$ cat src/rtl/fft_pkg.sv
// fft_pkg
// Shared definitions for the FFT band peak extractor:
//   - peak_state_t : peak extractor FSM states
//   - BAND_END     : last bin of each frequency band (inclusive)
//   - BAND_W       : width of a band index
//   - band_start() : first bin of a band
//   - band_of()    : band that owns a bin
package fft_pkg;

    localparam int MAX_BANDS = 6;
    localparam int BAND_W    = 3;

    localparam int BAND_END [MAX_BANDS] = '{9, 19, 39, 79, 159, 511};

    typedef enum logic [2:0] {
        ST_IDLE,
        ST_SCAN,
        ST_DRAIN,
        ST_EMIT,
        ST_REARM
    } peak_state_t;

    function automatic int band_start(input int b);
        if (b == 0)
            return 0;
        else
            return BAND_END[b-1] + 1;
    endfunction

    // First band whose end is >= bin; walking downwards lets the lowest match win.
    function automatic logic [BAND_W-1:0] band_of(input int bin, input int nb);
        logic [BAND_W-1:0] r;
        r = BAND_W'(nb - 1);
        for (int b = MAX_BANDS - 1; b >= 0; b--)
            if (b < nb && bin <= BAND_END[b])
                r = BAND_W'(b);
        return r;
    endfunction

endpackage

$ cat src/rtl/band_magnitude_sq.sv
// band_magnitude_sq
// Two-stage registered squared magnitude re^2 + im^2 with bin/band tags
// carried alongside the data.
// Ports:
//   clk, rst            clock, synchronous active-high reset
//   in_valid            sample valid
//   re, im              signed sample
//   in_bin, in_band     tags of the sample
//   out_valid           result valid (2 cycles after in_valid)
//   mag                 unsigned re^2 + im^2
//   out_bin, out_band   tags aligned with mag
module band_magnitude_sq
    import fft_pkg::*;
#(
    parameter int DATA_WIDTH = 16,
    parameter int BIN_W      = 9
) (
    input  logic                          clk,
    input  logic                          rst,
    input  logic                          in_valid,
    input  logic signed [DATA_WIDTH-1:0]  re,
    input  logic signed [DATA_WIDTH-1:0]  im,
    input  logic [BIN_W-1:0]              in_bin,
    input  logic [BAND_W-1:0]             in_band,
    output logic                          out_valid,
    output logic [2*DATA_WIDTH-1:0]       mag,
    output logic [BIN_W-1:0]              out_bin,
    output logic [BAND_W-1:0]             out_band
);

    localparam int MAG_W = 2 * DATA_WIDTH;

    logic [2:1]              vld_pipe;
    logic signed [MAG_W-1:0] re_ext, im_ext;
    logic signed [MAG_W-1:0] re_sq, im_sq;
    logic [BIN_W-1:0]        bin_s1;
    logic [BAND_W-1:0]       band_s1;

    assign re_ext    = MAG_W'(re);
    assign im_ext    = MAG_W'(im);
    assign out_valid = vld_pipe[2];

    // Each square is at most 2^30, so the sum (at most 2^31) fits unsigned.
    always_ff @(posedge clk) begin
        if (rst) begin
            vld_pipe <= '0;
            re_sq    <= '0;
            im_sq    <= '0;
            bin_s1   <= '0;
            band_s1  <= '0;
            mag      <= '0;
            out_bin  <= '0;
            out_band <= '0;
        end else begin
            vld_pipe <= {vld_pipe[1], in_valid};
            re_sq    <= re_ext * re_ext;
            im_sq    <= im_ext * im_ext;
            bin_s1   <= in_bin;
            band_s1  <= in_band;
            mag      <= $unsigned(re_sq) + $unsigned(im_sq);
            out_bin  <= bin_s1;
            out_band <= band_s1;
        end
    end

endmodule

$ cat src/rtl/fft_band_peak_extractor.sv
// fft_band_peak_extractor
// After the FFT frame completes, reads bins 0..FFT_LENGTH/2-1 over the DMA
// port, keeps the strongest bin of each band and streams one peak record
// per band.
// Ports:
//   clk, rst                  clock, synchronous active-high reset
//   fft_done                  level, FFT frame ready
//   dma_active, dma_address   DMA read request (natural bin order)
//   dma_real, dma_imag        signed bin data, READ_LAT after the address
//   peak_valid/peak_ready     record handshake
//   peak_band/bin/mag         record: band, strongest bin, re^2+im^2
//   frame_done                one-cycle pulse after the last record
module fft_band_peak_extractor
    import fft_pkg::*;
#(
    parameter int FFT_LENGTH = 1024,
    parameter int FFT_N      = 10,
    parameter int DATA_WIDTH = 16,
    parameter int NUM_BANDS  = 6,
    parameter int READ_LAT   = 1
) (
    input  logic                          clk,
    input  logic                          rst,
    input  logic                          fft_done,
    output logic                          dma_active,
    output logic [FFT_N-1:0]              dma_address,
    input  logic signed [DATA_WIDTH-1:0]  dma_real,
    input  logic signed [DATA_WIDTH-1:0]  dma_imag,
    output logic                          peak_valid,
    input  logic                          peak_ready,
    output logic [BAND_W-1:0]             peak_band,
    output logic [FFT_N-2:0]              peak_bin,
    output logic [2*DATA_WIDTH-1:0]       peak_mag,
    output logic                          frame_done
);

    localparam int BIN_W     = FFT_N - 1;
    localparam int MAG_W     = 2 * DATA_WIDTH;
    localparam int DRAIN_CYC = READ_LAT + 3;
    localparam int DC_W      = $clog2(DRAIN_CYC + 1);
    localparam logic [FFT_N-1:0]  LAST_ADDR = FFT_N'(FFT_LENGTH / 2 - 1);
    localparam logic [BAND_W-1:0] LAST_BAND = BAND_W'(NUM_BANDS - 1);

    peak_state_t        state;
    logic [DC_W-1:0]    drain_cnt;
    logic [BAND_W-1:0]  emit_idx;
    logic [BAND_W-1:0]  next_idx;
    logic               scan_start;

    logic [NUM_BANDS-1:0][MAG_W-1:0] band_max;
    logic [NUM_BANDS-1:0][BIN_W-1:0] band_bin;

    // Address tags delayed to line up with the DMA read data.
    logic [READ_LAT:1]            tag_vld;
    logic [READ_LAT:1][BIN_W-1:0] tag_bin;
    logic [BAND_W-1:0]            tag_band;

    logic               m_vld;
    logic [MAG_W-1:0]   m_mag;
    logic [BIN_W-1:0]   m_bin;
    logic [BAND_W-1:0]  m_band;

    assign scan_start = (state == ST_IDLE) && fft_done;
    assign next_idx   = emit_idx + 1'b1;
    assign tag_band   = band_of(int'(tag_bin[READ_LAT]), NUM_BANDS);

    always_ff @(posedge clk) begin
        if (rst) begin
            tag_vld <= '0;
            tag_bin <= '0;
        end else begin
            tag_vld[1] <= dma_active;
            tag_bin[1] <= dma_address[BIN_W-1:0];
            for (int i = 2; i <= READ_LAT; i++) begin
                tag_vld[i] <= tag_vld[i-1];
                tag_bin[i] <= tag_bin[i-1];
            end
        end
    end

    band_magnitude_sq #(
        .DATA_WIDTH (DATA_WIDTH),
        .BIN_W      (BIN_W)
    ) u_mag (
        .clk       (clk),
        .rst       (rst),
        .in_valid  (tag_vld[READ_LAT]),
        .re        (dma_real),
        .im        (dma_imag),
        .in_bin    (tag_bin[READ_LAT]),
        .in_band   (tag_band),
        .out_valid (m_vld),
        .mag       (m_mag),
        .out_bin   (m_bin),
        .out_band  (m_band)
    );

    // Strict '>' keeps the earliest (lowest) bin on ties; an untouched band
    // keeps its start bin with magnitude 0.
    always_ff @(posedge clk) begin
        if (rst || scan_start) begin
            for (int b = 0; b < NUM_BANDS; b++) begin
                band_max[b] <= '0;
                band_bin[b] <= BIN_W'(band_start(b));
            end
        end else if (m_vld) begin
            for (int b = 0; b < NUM_BANDS; b++) begin
                if (m_band == BAND_W'(b) && m_mag > band_max[b]) begin
                    band_max[b] <= m_mag;
                    band_bin[b] <= m_bin;
                end
            end
        end
    end

    always_ff @(posedge clk) begin
        if (rst) begin
            state       <= ST_IDLE;
            dma_active  <= 1'b0;
            dma_address <= '0;
            drain_cnt   <= '0;
            emit_idx    <= '0;
            peak_valid  <= 1'b0;
            peak_band   <= '0;
            peak_bin    <= '0;
            peak_mag    <= '0;
            frame_done  <= 1'b0;
        end else begin
            frame_done <= 1'b0;
            unique case (state)
                ST_IDLE: begin
                    if (fft_done) begin
                        state       <= ST_SCAN;
                        dma_active  <= 1'b1;
                        dma_address <= '0;
                    end
                end
                ST_SCAN: begin
                    if (dma_address == LAST_ADDR) begin
                        state       <= ST_DRAIN;
                        dma_active  <= 1'b0;
                        dma_address <= '0;
                        drain_cnt   <= '0;
                    end else begin
                        dma_address <= dma_address + 1'b1;
                    end
                end
                ST_DRAIN: begin
                    // Covers read latency, two magnitude stages and the band update.
                    if (drain_cnt == DC_W'(DRAIN_CYC - 1)) begin
                        state    <= ST_EMIT;
                        emit_idx <= '0;
                    end else begin
                        drain_cnt <= drain_cnt + 1'b1;
                    end
                end
                ST_EMIT: begin
                    if (!peak_valid) begin
                        peak_valid <= 1'b1;
                        peak_band  <= emit_idx;
                        peak_bin   <= band_bin[emit_idx];
                        peak_mag   <= band_max[emit_idx];
                    end else if (peak_ready) begin
                        if (emit_idx == LAST_BAND) begin
                            peak_valid <= 1'b0;
                            frame_done <= 1'b1;
                            state      <= ST_REARM;
                        end else begin
                            emit_idx  <= next_idx;
                            peak_band <= next_idx;
                            peak_bin  <= band_bin[next_idx];
                            peak_mag  <= band_max[next_idx];
                        end
                    end
                end
                ST_REARM: begin
                    // Same frame stays flagged until the FFT drops fft_done.
                    if (!fft_done)
                        state <= ST_IDLE;
                end
                default: state <= ST_IDLE;
            endcase
        end
    end

endmodule

$ cat config.mk
export PLATFORM = sky130hd
export DESIGN_NAME = fft_band_peak_extractor
export DESIGN_NICKNAME = d
export VERILOG_FILES = /design/src/rtl/fft_pkg.sv /design/src/rtl/band_magnitude_sq.sv /design/src/rtl/fft_band_peak_extractor.sv
export SDC_FILE = /design/constraint.sdc
export NUM_CORES = 2
export LEC_CHECK = 0
export CAP_MARGIN = 30
export CORE_AREA = 2 2 294 369
export CTS_BUF_LIST = sky130_fd_sc_hd__clkbuf_8
export CTS_CLUSTER_DIAMETER = 60
export DETAILED_ROUTE_END_ITERATION = 7
export DIE_AREA = 0 0 296 371
export GPL_ROUTABILITY_DRIVEN = 0
export SYNTH_ARGS = -nofsm -noshare
export SYNTH_HDL_FRONTEND = slang
export SYNTH_SLANG_ARGS = --single-unit
$ cat constraint.sdc
create_clock -name clk -period 8.7 [get_ports clk]
set_clock_uncertainty 0.1 [all_clocks]
set_input_delay 1.74 -clock clk [delete_from_list [all_inputs] [get_ports clk]]
set_output_delay 1.74 -clock clk [all_outputs]
set_load 0.005 [all_outputs]
Word-level counts from Yosys, hierarchy flattened
Cells that the tools add are included.

storage, ports and cells
  register bits after elaboration = 444
  output and inout port bits = 57
  word-level logic and storage cells = 153

operators by class
  add/subtract/negate cells = 4
  multipliers = 2
  magnitude comparators = 13
  equal/unequal tests = 23
  muxes and demuxes = 45
  bitwise logic cells = 3
  reductions and logical operators = 29

operators by type and width
  cell                                                                    number
  32-bit binary-select mux with 3-bit select                              2
  32-bit > comparator                                                     6
  32-bit two-way mux                                                      5
  16-bit by 16-bit multiplier with 32-bit output                          2
  9-bit binary-select mux with 3-bit select                               2
  9-bit two-way mux                                                       5
  3-bit two-way mux                                                       14
  32-bit adder                                                            1
  10-bit two-way mux                                                      2
  2-bit != test (second input constant)                                   10
  10-bit case mux with 2 select lines                                     1
  3-bit by 2-bit == test with 1-bit output (second input constant)        5
  3-bit case mux with 5 select lines                                      1
  2-bit AND reduction                                                     7
  3-bit == test (second input constant)                                   4
  3-bit case mux with 2 select lines                                      2
  10-bit by 1-bit adder with 10-bit output (second input constant)        1
  10-bit by 9-bit == test with 1-bit output (second input constant)       1
  9-bit by 4-bit <= comparator with 1-bit output (second input constant)  1
  9-bit by 5-bit <= comparator with 1-bit output (second input constant)  1
  9-bit by 6-bit <= comparator with 1-bit output (second input constant)  1
  9-bit by 7-bit <= comparator with 1-bit output (second input constant)  1
  9-bit by 8-bit <= comparator with 1-bit output (second input constant)  1
  3-bit AND reduction                                                     3
  18 further kinds                                                        40

Longest topological paths before layout
  depth after elaboration = 6
  gate-level depth with buffers = 25
  gate-level depth less buffers = 23

By module
A second synthesis with hierarchy kept.

unflattened totals
  cell total of the unflattened synthesis = 4778
  area, all modules = 43471.7 sq um

by module, submodules not included
  module                   instances  cells an instance  area each (sq um)  sequential area each (sq um)
  band_magnitude_sq        1          2461               22559.1            2402.3
  fft_band_peak_extractor  1          2317               20912.6            6446.2

Worst setup path after synthesis
No wires, ideal clock.

  path kind = input to register
  start point = input port dma_imag[15]
  end point = register u_mag.im_sq[29]
  library setup time = 123 ps
  arrival = 7532 ps
  path slack = 944 ps
  cell stages on the path = 20
  buffers on the path = 1
  cell sequence = clkbuf_1 -> clkinv_1 -> nor2_1 -> fa_1 -> fa_1 -> fa_1 -> fa_1 -> fa_1 -> inv_1 -> fa_1 -> inv_1 -> ha_1 -> nand3_1 -> nor2_1 -> a21o_1 -> a21o_2 -> a21o_1 -> or2_1 -> a31oi_1 -> mux2_1

on the way
  word-level cells in the longest chain between the ends = 1

RTL lines
  element                                         line                           source
  start, declared                                 fft_band_peak_extractor.sv:28  input logic signed [DATA_WIDTH-1:0] dma_imag,
  16-bit by 16-bit multiplier with 32-bit output  band_magnitude_sq.sv:57        im_sq <= im_ext * im_ext;
  end signal, assigned                            band_magnitude_sq.sv:57
  end, declared                                   band_magnitude_sq.sv:35        logic signed [MAG_W-1:0] re_sq, im_sq;

Every way passes these cells.
A chain may end at the register's enable or synchronous reset.

Worst setup path in the final report
  start point = input port dma_imag[9]
  end point = register u_mag.im_sq[28]

The elaborated chain is that of the path after synthesis.

==> key figures <==
Critical path
  • Critical path class: input port to flop
  • RR Startpoint: emit_idx[1]
  • Critical path arrival: 8230 ps
  • Critical path fanouts, max: 13
  • Reg2Reg Setup Slack: about 4700 ps
  • Critical Path Source Type: input port
  • Register-to-Register Path Depth: 10
  • Worst path required time: around 9200 ps
  • Capturing point of the worst reg2reg path: peak_mag[5]
  • CP endpoint kind: flop

Run status
  • Status: completed

Logic synthesis
  • Share of flip-flops with an asynchronous set or reset: 0%
  • Main synth FF type: dfxtp_1
  • Sequential-to-total area share from yosys stat: about a fifth
  • Cell Area, Synth: 43300 sq um
  • Post-synth cell types: 78
  • EDFF count, synth: 0
  • Synth Warn #: 0
  • Top cell type's share of synthesized area: 21.8%
  • Area leader, netlist: fa_1
  • Synthesized area per cell: 8.93 sq um
  • Post-Synthesis Cells: 4842
  • #FFs+latches synth: 442
  • Top cells by area, synth: fa_1 22%, dfxtp_1 20%, ha_1 12%, inv_1 7.4%, mux2i_1 5.8%
  • Mapped Nets: 5751

Clock network
  • Post-CTS Repair Setup Buffers: 0
  • Clock Path Buffers: 3
  • H-tree levels: 3
  • TritonCTS Buffers: 75
  • Sink Count: between 400 and 500
  • Cts-stage hold buffer count: 0
  • Root Buffer: clkbuf_8
  • Clk slew on worst S/H paths: 60 ps
  • Clock latency on the worst-skew pair: 680 ps
  • CTS tree: yes
  • PostCTS Resize Cnt: 0

Timing
  • Worst slew pin tran: 1090 ps
  • Final period util: between 80% and 90%
  • RSZ-0062 raised after global routing: no
  • Final hold viol count: 0
  • Final Max Slew Viols: 0
  • Minimum clock period: 7780 ps
  • Worst slew margin: 27.6%
  • Fmax: approximately 0.13 GHz
  • Setup TNS: 0 ps
  • Final Setup Violations: 0
  • Hold Slack: around 320 ps

Power
  • Max rail drop VDD: roughly 0.5 mV
  • Total Power: 19.2 mW
  • Power Density: roughly 400 nW/um^2
  • P_leak: 21.2 nW

Route
  • Final ANT Viol Nets: 0
  • Drt pass-1 iters: 6
  • Final wirelength: between 100000 and 150000 microns
  • WL/cell: ~19 microns
  • Vias: roughly 34000
  • Iter 0 DRT Violations: 1890
  • DR vias/cell: 5.33
  • Residual DRC count: 0

Layout
  • Share of layout cells above drive strength 1: 6.93%
  • P&R area growth vs syn: 9.74%
  • # nets final: 5787
  • # fillers: 10536

Global route
  • Vias in the first global route: 35442
  • Largest net degree at the start of global routing: 84
  • Total GRT Usage: 22.6%
  • Global-route wire length before repair: between 150000 and 200000 microns
  • Global route overflow: 0
  • Initial antenna violation count: 4

Floorplan
  • Total core area: 106000 sq um
  • Initial Utilization: 40.7%
  • # rows: 134
  • Die height: 371 microns
  • Die Area: 110000 sq um
  • Die X: 296 microns
  • I/O pins: slightly above 90

Min path
  • Worst min path class: flop to flop
  • Hold EP: u_mag.out_bin[0]
  • Hold Crit Start: u_mag.bin_s1[0]
  • Worst hold stages: 1

Flow run
  • Max-cap violations: 0

Placed design
  • IO Port Bufs: 92
  • Post-DP HPWL: 91700 microns
[per-stage QoR]
step | setup slack, ps | area [sq um] | std cells | utilization, %
2_1_floorplan | 944 | 43300 | 4842 | -
3_3_place_gp | 407 | 45800 | 6216 | 43.1
3_5_place_dp | 193 | 46000 | 6228 | 43.2
4_1_cts | 928 | 47400 | 6361 | 44.6
5_1_grt | 592 | 47500 | 6363 | 44.7
6_report | 921 | 47500 | 6363 | 44.7
[per-layer routing]
layer / routed length, microns / global-route usage (%) / up-vias
met3: 5770 / 2.64 / 261
met4: 4250 / 8.35 / 2
met5: 12 / 0 / -
met2: 63000 / 41.3 / 895
li1: - / - / 16015
met1: 48600 / 26.9 / 16758
[layout make-up]
cell class	instances	area [sq um]	share of cell area, %
clock inverters	46	288	0.606
clock buffers	87	1200	2.52
well taps	1428	1790	3.76
inverters	852	3200	6.74
flip-flops and latches	442	8860	18.7
multi-input cells	3319	30400	64.0
repair buffers	188	1760	3.71
diodes	1	2.50	0.00527
[sequential cells by signal, indices dropped and copies added (netlist names), 10 cells and up]
register     cells
band_max       192
u_mag.im_sq     31
peak_mag        32
dma_address     10
band_bin        54
u_mag.re_sq     31
u_mag.mag       32
[where the power goes]
group / switching [mW] / internal, mW / leakage [nW] / total [mW]
registers: 0.239 / 2.29 / 3.59 / 2.53
clock network: 0.901 / 1.00 / 0.873 / 1.90
logic: 8.50 / 6.30 / 16.7 / 14.8
total: 9.64 / 9.60 / 21.2 / 19.2
[worst max-delay path, cell delays in order]
cell and delay (ps):
clkdlybuf4s50_1 800, buf_4 240, and2_1 170, inv_1 60, fa_1 500, inv_1 60, fa_1 490, inv_1 50
fa_1 520, inv_1 40, fa_1 410, fa_1 520, inv_1 50, fa_1 500, inv_1 50, ha_1 380
a21o_1 240, a221oi_1 280, o21ai_0 160, a41oi_2 270, o31ai_1 170, o22ai_1 180, mux2_1 340
[cells in the final DEF, fill, tap and decap left out, types with 70 or more instances in the layout]
cell type / n
mux4_2: 82
nor2_1: 315
nor2b_1: 70
clkbuf_8: 87
inv_1: 880
o21ai_0: 223
and2_1: 87
a21oi_1: 279
ha_1: 400
clkdlybuf4s50_1: 91
nand3_1: 114
dfxtp_1: 438
nand2_1: 407
buf_4: 83
mux2i_1: 251
a21o_1: 93
fa_1: 471
[cells in the mapped netlist (4+ instances only)]
| master | instances |
|---|---|
| a2111oi_0 | 45 |
| a211o_1 | 5 |
| a211oi_1 | 22 |
| a21boi_0 | 5 |
| a21o_1 | 94 |
| a21oi_1 | 279 |
| a221oi_1 | 6 |
| a31o_2 | 9 |
| a31oi_1 | 11 |
| and2_1 | 87 |
| and3_1 | 9 |
| buf_1 | 13 |
| buf_2 | 28 |
| buf_4 | 8 |
| clkbuf_1 | 178 |
| dfxtp_1 | 442 |
| fa_1 | 471 |
| ha_1 | 402 |
| inv_1 | 851 |
| mux2_2 | 7 |
| mux2i_1 | 251 |
| mux4_2 | 82 |
| nand2_1 | 410 |
| nand2b_1 | 19 |
| nand3_1 | 114 |
| nand4_1 | 44 |
| nor2_1 | 315 |
| nor2b_1 | 70 |
| nor3_1 | 49 |
| nor3b_1 | 4 |
| nor4_1 | 5 |
| o211ai_1 | 12 |
| o21a_1 | 24 |
| o21ai_0 | 224 |
| o21ai_1 | 19 |
| o21bai_1 | 54 |
| o22ai_1 | 7 |
| o31a_1 | 6 |
| o31ai_1 | 7 |
| or2_2 | 9 |
| xnor2_1 | 68 |
| xor2_1 | 27 |
[logic make-up (layout without fill, tap and decap cells)]
logic type,after synthesis,count (layout),share of synthesized area (%)
AND/OR/NAND/NOR,1155,1155,12.1
flip-flops,442,442,20.5
multiplexers,342,342,10.3
buffers and inverters,1081,1173,9.56
other,0,1,0
XOR/XNOR,95,95,1.92
adder cells (fa/ha/maj),873,873,33.4
AO/OA/AOI/OAI,854,854,12.2
[worst max-delay path by stage]
stage               cells past startpoint               to  slack, ps          from
floorplan                              20  u_mag.im_sq[29]        940  dma_imag[15]
global placement                       23  u_mag.im_sq[28]        410   dma_imag[9]
detailed placement                     23  u_mag.im_sq[30]        190   dma_imag[9]
CTS                                    23  u_mag.im_sq[30]        930   dma_imag[9]
global route                           23  u_mag.im_sq[28]        590   dma_imag[9]
finish                                 23  u_mag.im_sq[28]        920   dma_imag[9]
(Power assumes the default switching activity.)
